`src/rtl/uart_pkg.sv`:
```
// Shared UART constants: default oversample ratio, fractional width and minimum divisor.
// Pure declarations, no logic; imported by the baud generator and its interface.
package uart_pkg;

    localparam int UART_OSR_DEF = 16;
    localparam int UART_FW_DEF  = 4;
    localparam int UART_MIN_DIV = 2;

    // Bits needed to hold an oversample index 0..osr-1.
    function automatic int os_cnt_w(input int osr);
        return (osr > 1) ? $clog2(osr) : 1;
    endfunction

endpackage

```
`src/rtl/uart_baud_frac_if.sv`:
```
// CSR-to-baud-generator bundle: per-channel divisor config/strobes in, per-channel ticks and error out.
// Flat vectors, channel k occupying slice k of each field.
interface uart_baud_frac_if #(
    parameter int NCH = 2,
    parameter int IW  = 16,
    parameter int FW  = 4
) ();

    logic [NCH*IW-1:0] cfg_div_int;
    logic [NCH*FW-1:0] cfg_div_frac;
    logic [NCH-1:0]    cfg_load;
    logic [NCH-1:0]    ch_en;
    logic [NCH-1:0]    phase_rst;
    logic [NCH-1:0]    os_tick;
    logic [NCH-1:0]    bit_tick;
    logic [NCH-1:0]    mid_tick;
    logic [NCH-1:0]    cfg_err;

    modport master (
        output cfg_div_int, cfg_div_frac, cfg_load, ch_en, phase_rst,
        input  os_tick, bit_tick, mid_tick, cfg_err
    );

    modport slave (
        input  cfg_div_int, cfg_div_frac, cfg_load, ch_en, phase_rst,
        output os_tick, bit_tick, mid_tick, cfg_err
    );

endinterface

```
`src/rtl/uart_baud_ch.sv`:
```
// One fractional baud channel: os/mid/bit ticks every div_int + div_frac/2^FW clocks, registered.
// First os_tick P clocks after phase_rst or start; no backpressure, ticks are single-cycle strobes.
module uart_baud_ch
    import uart_pkg::*;
#(
    parameter int IW  = 16,
    parameter int FW  = UART_FW_DEF,
    parameter int OSR = UART_OSR_DEF
) (
    input  logic          clk_sys,
    input  logic          rst_n,
    input  logic [IW-1:0] div_int,
    input  logic [FW-1:0] div_frac,
    input  logic          load,
    input  logic          en,
    input  logic          phase_rst,
    output logic          os_tick,
    output logic          bit_tick,
    output logic          mid_tick,
    output logic          cfg_err
);

    localparam int             OSW     = os_cnt_w(OSR);
    localparam logic [OSW-1:0] OS_LAST = OSW'(OSR - 1);
    localparam logic [OSW-1:0] OS_MID  = OSW'(OSR / 2 - 1);
    localparam logic [IW-1:0]  MIN_DIV = IW'(UART_MIN_DIV);
    localparam logic [IW:0]    ONE_W   = (IW+1)'(1);

    logic [IW-1:0]  sh_int;
    logic [FW-1:0]  sh_frac;
    logic [IW-1:0]  pend_int;
    logic [FW-1:0]  pend_frac;
    logic           pend_vld;

    logic [IW-1:0]  cnt;
    logic [FW-1:0]  acc;
    logic [OSW-1:0] os_cnt;

    logic           run;
    logic [FW:0]    sum;
    logic [IW:0]    period;
    logic           last;
    logic           boundary;
    logic           apply_now;

    // Period is one wider than div_int so the carry cannot wrap a full-scale divisor.
    always_comb begin
        run       = en && (sh_int >= MIN_DIV);
        sum       = {1'b0, acc} + {1'b0, sh_frac};
        period    = {1'b0, sh_int} + {{IW{1'b0}}, sum[FW]};
        last      = run && ({1'b0, cnt} == (period - ONE_W));
        boundary  = last && !phase_rst;
        apply_now = load && (!run || phase_rst);
    end

    // Divisor shadow: immediate when idle or re-phasing, otherwise deferred to the next os boundary.
    always_ff @(posedge clk_sys) begin
        if (!rst_n) begin
            sh_int    <= '0;
            sh_frac   <= '0;
            pend_int  <= '0;
            pend_frac <= '0;
            pend_vld  <= 1'b0;
        end else if (apply_now || (boundary && load)) begin
            sh_int    <= div_int;
            sh_frac   <= div_frac;
            pend_vld  <= 1'b0;
        end else if (boundary && pend_vld) begin
            sh_int    <= pend_int;
            sh_frac   <= pend_frac;
            pend_vld  <= 1'b0;
        end else if (load) begin
            pend_int  <= div_int;
            pend_frac <= div_frac;
            pend_vld  <= 1'b1;
        end
    end

    always_ff @(posedge clk_sys) begin
        if (!rst_n || phase_rst || !run) begin
            cnt    <= '0;
            acc    <= '0;
            os_cnt <= '0;
        end else if (last) begin
            cnt    <= '0;
            acc    <= sum[FW-1:0];
            os_cnt <= (os_cnt == OS_LAST) ? '0 : os_cnt + OSW'(1);
        end else begin
            cnt    <= cnt + IW'(1);
        end
    end

    always_ff @(posedge clk_sys) begin
        if (!rst_n) begin
            os_tick  <= 1'b0;
            bit_tick <= 1'b0;
            mid_tick <= 1'b0;
            cfg_err  <= 1'b0;
        end else begin
            os_tick  <= boundary;
            bit_tick <= boundary && (os_cnt == OS_LAST);
            mid_tick <= boundary && (os_cnt == OS_MID);
            cfg_err  <= en && (sh_int < MIN_DIV);
        end
    end

endmodule

```
`src/rtl/uart_baud_frac.sv`:
```
// NCH independent fractional baud channels behind one config/tick bundle.
// Latency and tick timing are those of uart_baud_ch; no backpressure.
module uart_baud_frac
    import uart_pkg::*;
#(
    parameter int NCH = 2,
    parameter int IW  = 16,
    parameter int FW  = UART_FW_DEF,
    parameter int OSR = UART_OSR_DEF
) (
    input  logic              clk_sys,
    input  logic              rst_n,
    uart_baud_frac_if.slave   bus
);

    for (genvar k = 0; k < NCH; k++) begin : g_ch
        uart_baud_ch #(
            .IW  (IW),
            .FW  (FW),
            .OSR (OSR)
        ) u_ch (
            .clk_sys   (clk_sys),
            .rst_n     (rst_n),
            .div_int   (bus.cfg_div_int[k*IW +: IW]),
            .div_frac  (bus.cfg_div_frac[k*FW +: FW]),
            .load      (bus.cfg_load[k]),
            .en        (bus.ch_en[k]),
            .phase_rst (bus.phase_rst[k]),
            .os_tick   (bus.os_tick[k]),
            .bit_tick  (bus.bit_tick[k]),
            .mid_tick  (bus.mid_tick[k]),
            .cfg_err   (bus.cfg_err[k])
        );
    end

endmodule

```
`src/flat_wrapper.sv`:
```
// flat-port wrapper written by rule: the top's interface ports become plain ports
module uart_baud_frac_flat import uart_pkg::*;
#(
    parameter int NCH = 2,
    parameter int IW  = 16,
    parameter int FW  = UART_FW_DEF,
    parameter int OSR = UART_OSR_DEF
)
  (clk_sys, rst_n, bus_cfg_div_int, bus_cfg_div_frac, bus_cfg_load, bus_ch_en, bus_phase_rst, bus_os_tick, bus_bit_tick, bus_mid_tick, bus_cfg_err);
  uart_baud_frac_if #(.NCH(NCH), .IW(IW), .FW(FW)) bus_i ();
  input  logic clk_sys;
  input  logic rst_n;
  input wire logic [$bits(bus_i.cfg_div_int)-1:0] bus_cfg_div_int;
  input wire logic [$bits(bus_i.cfg_div_frac)-1:0] bus_cfg_div_frac;
  input wire logic [$bits(bus_i.cfg_load)-1:0] bus_cfg_load;
  input wire logic [$bits(bus_i.ch_en)-1:0] bus_ch_en;
  input wire logic [$bits(bus_i.phase_rst)-1:0] bus_phase_rst;
  output wire logic [$bits(bus_i.os_tick)-1:0] bus_os_tick;
  output wire logic [$bits(bus_i.bit_tick)-1:0] bus_bit_tick;
  output wire logic [$bits(bus_i.mid_tick)-1:0] bus_mid_tick;
  output wire logic [$bits(bus_i.cfg_err)-1:0] bus_cfg_err;
  assign bus_i.cfg_div_int = bus_cfg_div_int;
  assign bus_i.cfg_div_frac = bus_cfg_div_frac;
  assign bus_i.cfg_load = bus_cfg_load;
  assign bus_i.ch_en = bus_ch_en;
  assign bus_i.phase_rst = bus_phase_rst;
  assign bus_os_tick = bus_i.os_tick;
  assign bus_bit_tick = bus_i.bit_tick;
  assign bus_mid_tick = bus_i.mid_tick;
  assign bus_cfg_err = bus_i.cfg_err;
  uart_baud_frac #(.NCH(NCH), .IW(IW), .FW(FW), .OSR(OSR)) u_core (.clk_sys(clk_sys), .rst_n(rst_n), .bus(bus_i));
endmodule
```
`config.mk`:
```
export PLATFORM = sky130hd
export DESIGN_NAME = uart_baud_frac_flat
export DESIGN_NICKNAME = d
export VERILOG_FILES = /design/src/rtl/uart_pkg.sv /design/src/rtl/uart_baud_frac_if.sv /design/src/rtl/uart_baud_ch.sv /design/src/rtl/uart_baud_frac.sv /design/src/flat_wrapper.sv
export SDC_FILE = /design/constraint.sdc
export NUM_CORES = 1
export LEC_CHECK = 0
export ABC_AREA = 1
export BUFFER_PORTS_ARGS = -buffer_cell sky130_fd_sc_hd__buf_4
export CORE_MARGIN = 2
export CORE_UTILIZATION = 37
export DETAILED_ROUTE_END_ITERATION = 6
export GPL_ROUTABILITY_DRIVEN = 0
export GPL_TIMING_DRIVEN = 0
export PLACE_DENSITY = 0.54
export SLEW_MARGIN = 20
export SYNTH_ARGS = -nofsm -noshare
export SYNTH_HDL_FRONTEND = slang
export SYNTH_SLANG_ARGS = --single-unit
```
`constraint.sdc`:
```
create_clock -name clk_sys -period 3.2 [get_ports clk_sys]
set_input_delay 0.32 -clock clk_sys [delete_from_list [all_inputs] [get_ports clk_sys]]
set_output_delay 0.32 -clock clk_sys [all_outputs]
set_load 0.005 [all_outputs]
```
# [Yosys cells after proc, flatten, opt, wreduce, memory -nomap -nowiden]
# Cells that the tools add are included.
[classes] n_bitwise=5 eq_ne=6 muxes=10 order_cmp=4 n_reduce_logical=39 add_sub_neg=10
[ops] operator="$mux W16" n=4
[ops] operator="$add A16 B1 Y17" n=2
[ops] operator="$eq A16 B17 Y1" n=2
[ops] operator="$sub A17 B1 Y17 const B" n=2
[ops] operator="$add A16 B1 Y16 const B" n=2
[ops] operator="$ge A16 B2 Y1 const B" n=2
[ops] operator="$lt A16 B2 Y1 const B" n=2
[ops] operator="$mux W4" n=6
[ops] operator="$logic_and A1 B1 Y1" n=18
[ops] operator="$add A4 B4 Y5" n=2
[ops] operator="$add A4 B1 Y4 const B" n=2
[ops] operator="$eq A4 B3 Y1 const B" n=2
[ops] operator="$eq A4 B4 Y1 const B" n=2
[ops] operator="$logic_or A1 B1 Y1" n=8
[ops] operator="$reduce_and A3 Y1" n=2
[ops] operator="$reduce_or A3 Y1" n=2
[ops] operator="$logic_not A1 Y1" n=5
[ops] operator="$not A1 Y1" n=5
[ops] operator="$reduce_bool A2 Y1" n=2
[ops] operator="$reduce_or A2 Y1" n=2
[word_totals] input_bits=48 word_cells=98 reg_bits=138

# [Longest topological paths before layout]
[logic_depth] ltp_word=10 ltp_mapped=24 mapped_depth_nobuf=23

# [Modules after synthesis]
# From an unflattened synthesis, not the netlist that was laid out.
[unflattened] hier_cells=1197 area_unflattened_um2=7936.4
[modules_own_cells] module="uart_baud_ch (u_core.g_ch[1].u_ch)" area_per_inst_um2=3972.6 cells_per_inst=600 instances=1
[modules_own_cells] module="uart_baud_ch (u_core.g_ch[0].u_ch)" area_per_inst_um2=3963.8 cells_per_inst=597 instances=1

# [Worst setup path before layout]
# No wires, ideal clock.
[synth_path] path_type="register to register" startpoint="register u_core.g_ch[1].u_ch.sh_frac[0]" endpoint="register u_core.g_ch[1].u_ch.sh_int[11]" t_required_ps=3131 synth_period_minus_slack_ps=3068 stages_incl_launch_ff=23 path_buffers=2 arrival_ps=2999 setup_slack_ps=132 path_cell_list="dfxtp_1 ha_1 inv_1 fa_1 o21ai_0 a21oi_1 ha_1 ha_1 xor2_1 nand2_1 nor2_1 nand2_1 nor2_1 nand3_1 nor2_2 nand2_4 nand2_4 nand2_2 buf_6 nor2_8 buf_6 nand2_1 o21ai_1"
[synth_between] elab_chain_len=9 elab_cells_between_ends=11
[synth_rtl] item="start, declared" line="uart_baud_ch.sv:30" rtl="logic [FW-1:0] sh_frac;"
[synth_rtl] item="start signal, assigned" line="uart_baud_ch.sv:66" rtl="sh_frac <= div_frac;"
[synth_rtl] item="start signal, assigned" line="uart_baud_ch.sv:70" rtl="sh_frac <= pend_frac;"
[synth_rtl] item="$add A4 B4 Y5 (*)" line="uart_baud_ch.sv:49" rtl="sum = {1'b0, acc} + {1'b0, sh_frac};"
[synth_rtl] item="$add A16 B1 Y17 (*)" line="uart_baud_ch.sv:50" rtl="period = {1'b0, sh_int} + {{IW{1'b0}}, sum[FW]};"
[synth_rtl] item="$sub A17 B1 Y17 (*)" line="uart_baud_ch.sv:51" rtl="last = run && ({1'b0, cnt} == (period - ONE_W));"
[synth_rtl] item="$eq A16 B17 Y1 (*)" line="uart_baud_ch.sv:51"
[synth_rtl] item="$logic_and A1 B1 Y1 (*)" line="uart_baud_ch.sv:51"
[synth_rtl] item="$logic_and A1 B1 Y1 (*)" line="uart_baud_ch.sv:52" rtl="boundary = last && !phase_rst;"
[synth_rtl] item="$logic_and A1 B1 Y1" line="uart_baud_ch.sv:64" rtl="end else if (apply_now || (boundary && load)) begin"
[synth_rtl] item="$logic_or A1 B1 Y1" line="uart_baud_ch.sv:64"
[synth_rtl] item="$mux W16 or $reduce_bool A2 Y1 (tied branches)"
[synth_rtl] item="end signal, assigned" line="uart_baud_ch.sv:65" rtl="sh_int <= div_int;"
[synth_rtl] item="end signal, assigned" line="uart_baud_ch.sv:69" rtl="sh_int <= pend_int;"
[synth_rtl] item="end, declared" line="uart_baud_ch.sv:29" rtl="logic [IW-1:0] sh_int;"
# Every way passes the cells marked *; elsewhere a longest branch is shown, timed or not.
# A chain may end at the register's enable or synchronous reset.

# [Final worst setup path]
[layout_path] startpoint="register u_core.g_ch[1].u_ch.sh_frac[0]" endpoint="register u_core.g_ch[1].u_ch.pend_frac[3]"
[layout_between] elab_chain_len=10 elab_cells_between_ends=12
[layout_rtl] item="$add A4 B4 Y5 (*)" line="uart_baud_ch.sv:49"
[layout_rtl] item="$add A16 B1 Y17 (*)" line="uart_baud_ch.sv:50"
[layout_rtl] item="$sub A17 B1 Y17 (*)" line="uart_baud_ch.sv:51"
[layout_rtl] item="$eq A16 B17 Y1 (*)" line="uart_baud_ch.sv:51"
[layout_rtl] item="$logic_and A1 B1 Y1 (*)" line="uart_baud_ch.sv:51"
[layout_rtl] item="$logic_and A1 B1 Y1 (*)" line="uart_baud_ch.sv:52"
[layout_rtl] item="$logic_and A1 B1 Y1" line="uart_baud_ch.sv:64"
[layout_rtl] item="$logic_or A1 B1 Y1" line="uart_baud_ch.sv:64"
[layout_rtl] item="$not A1 Y1 (no line)"
[layout_rtl] item="$reduce_and A3 Y1 (no line) (*)"
[layout_rtl] item="end signal, assigned" line="uart_baud_ch.sv:74" rtl="pend_frac <= div_frac;"
[layout_rtl] item="end, declared" line="uart_baud_ch.sv:32" rtl="logic [FW-1:0] pend_frac;"
# Marks and branches as above.

==> flow_summary.yaml <==
setup_path:
  worst_setup_path_category: "reg2reg"
  setup.worst_path.start_class: "flip-flop"
  setup.reg_to_reg.worst_slack_ps: -60
  worstPathMaxFanout: 5
  critical_path_required_ps: 3570
  setup.worst_path.end_class: "flip-flop"
  critPathArrivalTime_ps: 3640
sta:
  finalCritPeriodShare: 1.019
  grt_setup_unrepaired: "yes"
  max_freq_mhz: 306.6
  max-slew-margin-rel: 0.5088
  hold_viol: 0
  finClkSkew_ps: 16.03
  slew_viol_final: 0
  setup_failing_eps_final: 32
  worst_slack_ps: -61.90
  worst_slew_pin_slew_ps: 736.8
  finalWorstPathRequiredPeriod_ps: 3262
cells_and_area:
  syn_to_final_growth_pct: 35.74
  multi_input_area_sq_um: 5229
  ff_latch_area_sq_um: 2773
  fill_cells: 2148
  final_layout_size_suffix_gt1_frac: 0.2748
  finalNonFillerCells: 1659
  post_layout_util: 0.5090
  finish.instance_area_sq_um: 11040
  layout.nets: 1434
  antenna_cells: 0
synthesis:
  synthesis.yosys.warnings: 0
  synth_simple_gate_area_share: 0.3732
  netlist_area_sq_um: 8133
  synthCells: 1250
  synth_edf_count: 0
  post_synth_mux_area_share: 0
  synth.area.top_cells: "sky130_fd_sc_hd__dfxtp_1, sky130_fd_sc_hd__nand2_1, sky130_fd_sc_hd__inv_1"
  yosysMostFrequentCell: "sky130_fd_sc_hd__nand2_1"
  synth_top_cell_by_area: "sky130_fd_sc_hd__dfxtp_1"
  ys_seq_area_frac: 0.3397
  synth_top_family_by_area: "simple AND/OR/NAND/NOR gates"
  asyncSetResetFlopFracSynth: 0
  post_synth_fa_ha_maj_area_fraction: 0.03262
  synth_compound_gate_area_share: 0.07246
  synth_xor_xnor_area_share: 0.05800
  ys_top_cells_by_count: "sky130_fd_sc_hd__nand2_1, sky130_fd_sc_hd__inv_1, sky130_fd_sc_hd__nor2_1, sky130_fd_sc_hd__dfxtp_1, sky130_fd_sc_hd__nand3_1"
  mappedNetlistNets: 1318
  synth_seq_cells: 138
  syn_area_per_cell_sq_um: 6.506
  synth_cell_types: 37
  ys.flop_type: "sky130_fd_sc_hd__dfxtp_1"
  synth_top_area_frac: 0.3397
clocking:
  insertion_delay_ps: 440
  cts_hold_buf: 0
  tritoncts.num_buffers: 17
  cts-root-to-sink-buffers: 2
  cts_tree: "built"
  worst_setup_hold_path_clk_slew_ps: 70
  h-tree-depth: 4
  cts.root.buffer_cell: "sky130_fd_sc_hd__clkbuf_16"
  clk_sinks: 138
route:
  drt_first_iter_violations: 366
  remaining_drc_errors: 0
  viasPerCell: 4.691
  post_drt_wl_per_cell_um: 13.20
  drt_pass1_iterations: 5
  dr_total_vias: 7783
  antenna_violating_nets_post_route: 0
  detail_route.wirelength_mm: 21.90
die:
  core_area_sq_um: 21690
  std_cell_rows: 54
  floorplan.initialDensity: 0.3750
  top_level_ports: 56
  dieArea_sq_um: 23180
  die_h_um: 152.3
  die_width_um: 152.3
global_route:
  grt_overflow_total: 0
  grt_max_degree: 17
  grt_antenna_before_repair: 0
  grt_first_pass_wirelength_mm: 34.64
  globalRouteTotalUtil: 0.1825
  first_global_vias: 7006
power_and_ir_drop:
  intPower_mw: 3.629
  switching_power_mw: 1.673
  clockPowerShare: 0.400
  switching_share: 0.3155
  comb_power_share: 0.246
  sequentialPowerShare: 0.354
  powerDensity_nw_per_um2: 480.3
  ir_worst_vdd_v: 0.0004393
  p_leak_nw: 5.144
  power.total_mw: 5.302
run:
  max_capacitance_violation_total: 0
run_status:
  result_of_the_run: "finished with violations"
  violations: "negative setup slack"
placement:
  postPlaceCellArea_sq_um: 8896
  place_hpwl_mm: 15.33
  dp.cells: 1585
  io_buffers: 55
hold_path:
  path_category_of_the_worst_min_delay_check: "in2reg"
## state kept, by name, indices dropped and copies added, names as in the netlist
register	count
u_core.g_ch.u_ch.pend_frac	8
u_core.g_ch.u_ch.mid_tick	2
u_core.g_ch.u_ch.pend_int	32
u_core.g_ch.u_ch.os_cnt	8
u_core.g_ch.u_ch.acc	8
u_core.g_ch.u_ch.pend_vld	2
u_core.g_ch.u_ch.os_tick	2
u_core.g_ch.u_ch.cnt	32
u_core.g_ch.u_ch.bit_tick	2
u_core.g_ch.u_ch.cfg_err	2
u_core.g_ch.u_ch.sh_int	32
u_core.g_ch.u_ch.sh_frac	8
## logic make-up after synthesis
logic type                 count (synthesis)
AOI/OAI and AO/OA                        117
DFF                                      138
xor gates and xnor gates                  53
and+or+nand+nor                          681
adders and majority gates                 20
buffers and inverters                    241
## layout make-up
| cell class | count | share of cell area |
|---|---|---|
| Sequential cell | 138 | 0.2512 |
| Tap cell | 280 | 0.03174 |
| Buffer | 50 | 0.03695 |
| Timing Repair Buffer | 98 | 0.08467 |
| Clock inverter | 12 | 0.01451 |
| Multi-Input combinational cell | 871 | 0.4736 |
| Inverter | 190 | 0.06506 |
| Clock buffer | 20 | 0.04228 |
## through the flow
stage	setup TNS [ps]	worst slack, ps	hold slack, ps
3_3_place_gp	-32990	-463.0	437.2
4_1_cts	-917.4	-67.89	114.5
6_report	-884.6	-61.90	127.8
3_5_place_dp	-33150	-456.5	440.1
2_1_floorplan	0	131.7	412.5
5_1_grt	-15740	-309.1	147.6
## power by group through the flow
stage	combinational, mW	clock (mW)	sequential, mW
floorplan	0.779	0	1.89
CTS	1.14	2.16	1.88
detailed placement	1.02	0	1.91
global placement	1.02	0	1.91
finish	1.30	2.12	1.88
global route	1.46	2.23	1.89
## metal layers
metal | up-vias | track usage | part of all wire
met5 | - | 0 | 0
met4 | 0 | 0.06142 | 0.017
met3 | 24 | 0.03015 | 0.024
met2 | 102 | 0.2705 | 0.44
met1 | 3541 | 0.2684 | 0.52
li1 | 4116 | - | -
## timing repair
action	in CTS	in global routing
gates resized for setup	90	225
hold endpoints to repair	0	0
endpoints found under the setup margin	123	129
gates cloned	4	9
setup buffers	14	17
pin swaps	21	57
## layout by cell type (no fill, tap or decap), types with 4 or more instances in the layout
master                         n
sky130_fd_sc_hd__a21oi_1      39
sky130_fd_sc_hd__a21oi_2      30
sky130_fd_sc_hd__buf_4        83
sky130_fd_sc_hd__buf_6        25
sky130_fd_sc_hd__buf_8        11
sky130_fd_sc_hd__clkbuf_1     16
sky130_fd_sc_hd__clkbuf_16    21
sky130_fd_sc_hd__clkinvlp_4    4
sky130_fd_sc_hd__dfxtp_1     134
sky130_fd_sc_hd__ha_1         10
sky130_fd_sc_hd__ha_4          7
sky130_fd_sc_hd__inv_1       185
sky130_fd_sc_hd__inv_6         4
sky130_fd_sc_hd__nand2_1     277
sky130_fd_sc_hd__nand2_2      48
sky130_fd_sc_hd__nand2_4      12
sky130_fd_sc_hd__nand2_8       6
sky130_fd_sc_hd__nand3_1      68
sky130_fd_sc_hd__nand3_2      29
sky130_fd_sc_hd__nand3_4      12
sky130_fd_sc_hd__nand3b_1      6
sky130_fd_sc_hd__nand4_1      13
sky130_fd_sc_hd__nor2_1      129
sky130_fd_sc_hd__nor2_2       14
sky130_fd_sc_hd__nor2_4        7
sky130_fd_sc_hd__nor3_1       18
sky130_fd_sc_hd__nor3b_1      11
sky130_fd_sc_hd__o21ai_0      24
sky130_fd_sc_hd__o21ai_1      10
sky130_fd_sc_hd__o21ai_2      12
sky130_fd_sc_hd__or2_2        21
sky130_fd_sc_hd__xnor2_1      15
sky130_fd_sc_hd__xor2_1       37
## worst paths after layout
kind / to / startpoint / cells past startpoint
max: u_core.g_ch[1].u_ch.pend_frac[3] / u_core.g_ch[1].u_ch.sh_frac[0] / 23
min: u_core.g_ch[1].u_ch.cfg_err / bus_ch_en[1] / 3
max reg2reg: u_core.g_ch[1].u_ch.pend_frac[3] / u_core.g_ch[1].u_ch.sh_frac[0] / 23
min reg2reg: u_core.g_ch[1].u_ch.mid_tick / u_core.g_ch[1].u_ch.os_cnt[3] / 1
## critical path, cell delays in order, from the launching register on
cell	delay, ps
sky130_fd_sc_hd__dfxtp_4	360
sky130_fd_sc_hd__ha_4	130
sky130_fd_sc_hd__inv_2	30
sky130_fd_sc_hd__fa_2	340
sky130_fd_sc_hd__o21ai_2	160
sky130_fd_sc_hd__a21oi_2	80
sky130_fd_sc_hd__ha_4	180
sky130_fd_sc_hd__ha_4	270
sky130_fd_sc_hd__xor2_1	140
sky130_fd_sc_hd__nand2_1	80
sky130_fd_sc_hd__nor2_1	110
sky130_fd_sc_hd__nand2_1	80
sky130_fd_sc_hd__nor2_2	120
sky130_fd_sc_hd__nand3_2	100
sky130_fd_sc_hd__nor2_4	130
sky130_fd_sc_hd__nand2_4	100
sky130_fd_sc_hd__nand2_8	90
sky130_fd_sc_hd__nand2_4	50
sky130_fd_sc_hd__buf_8	140
sky130_fd_sc_hd__buf_12	140
sky130_fd_sc_hd__buf_8	130
sky130_fd_sc_hd__nand3_2	50
sky130_fd_sc_hd__nand2_1	60
sky130_fd_sc_hd__nor2_1	120
Power figures use the tool's default switching activity.
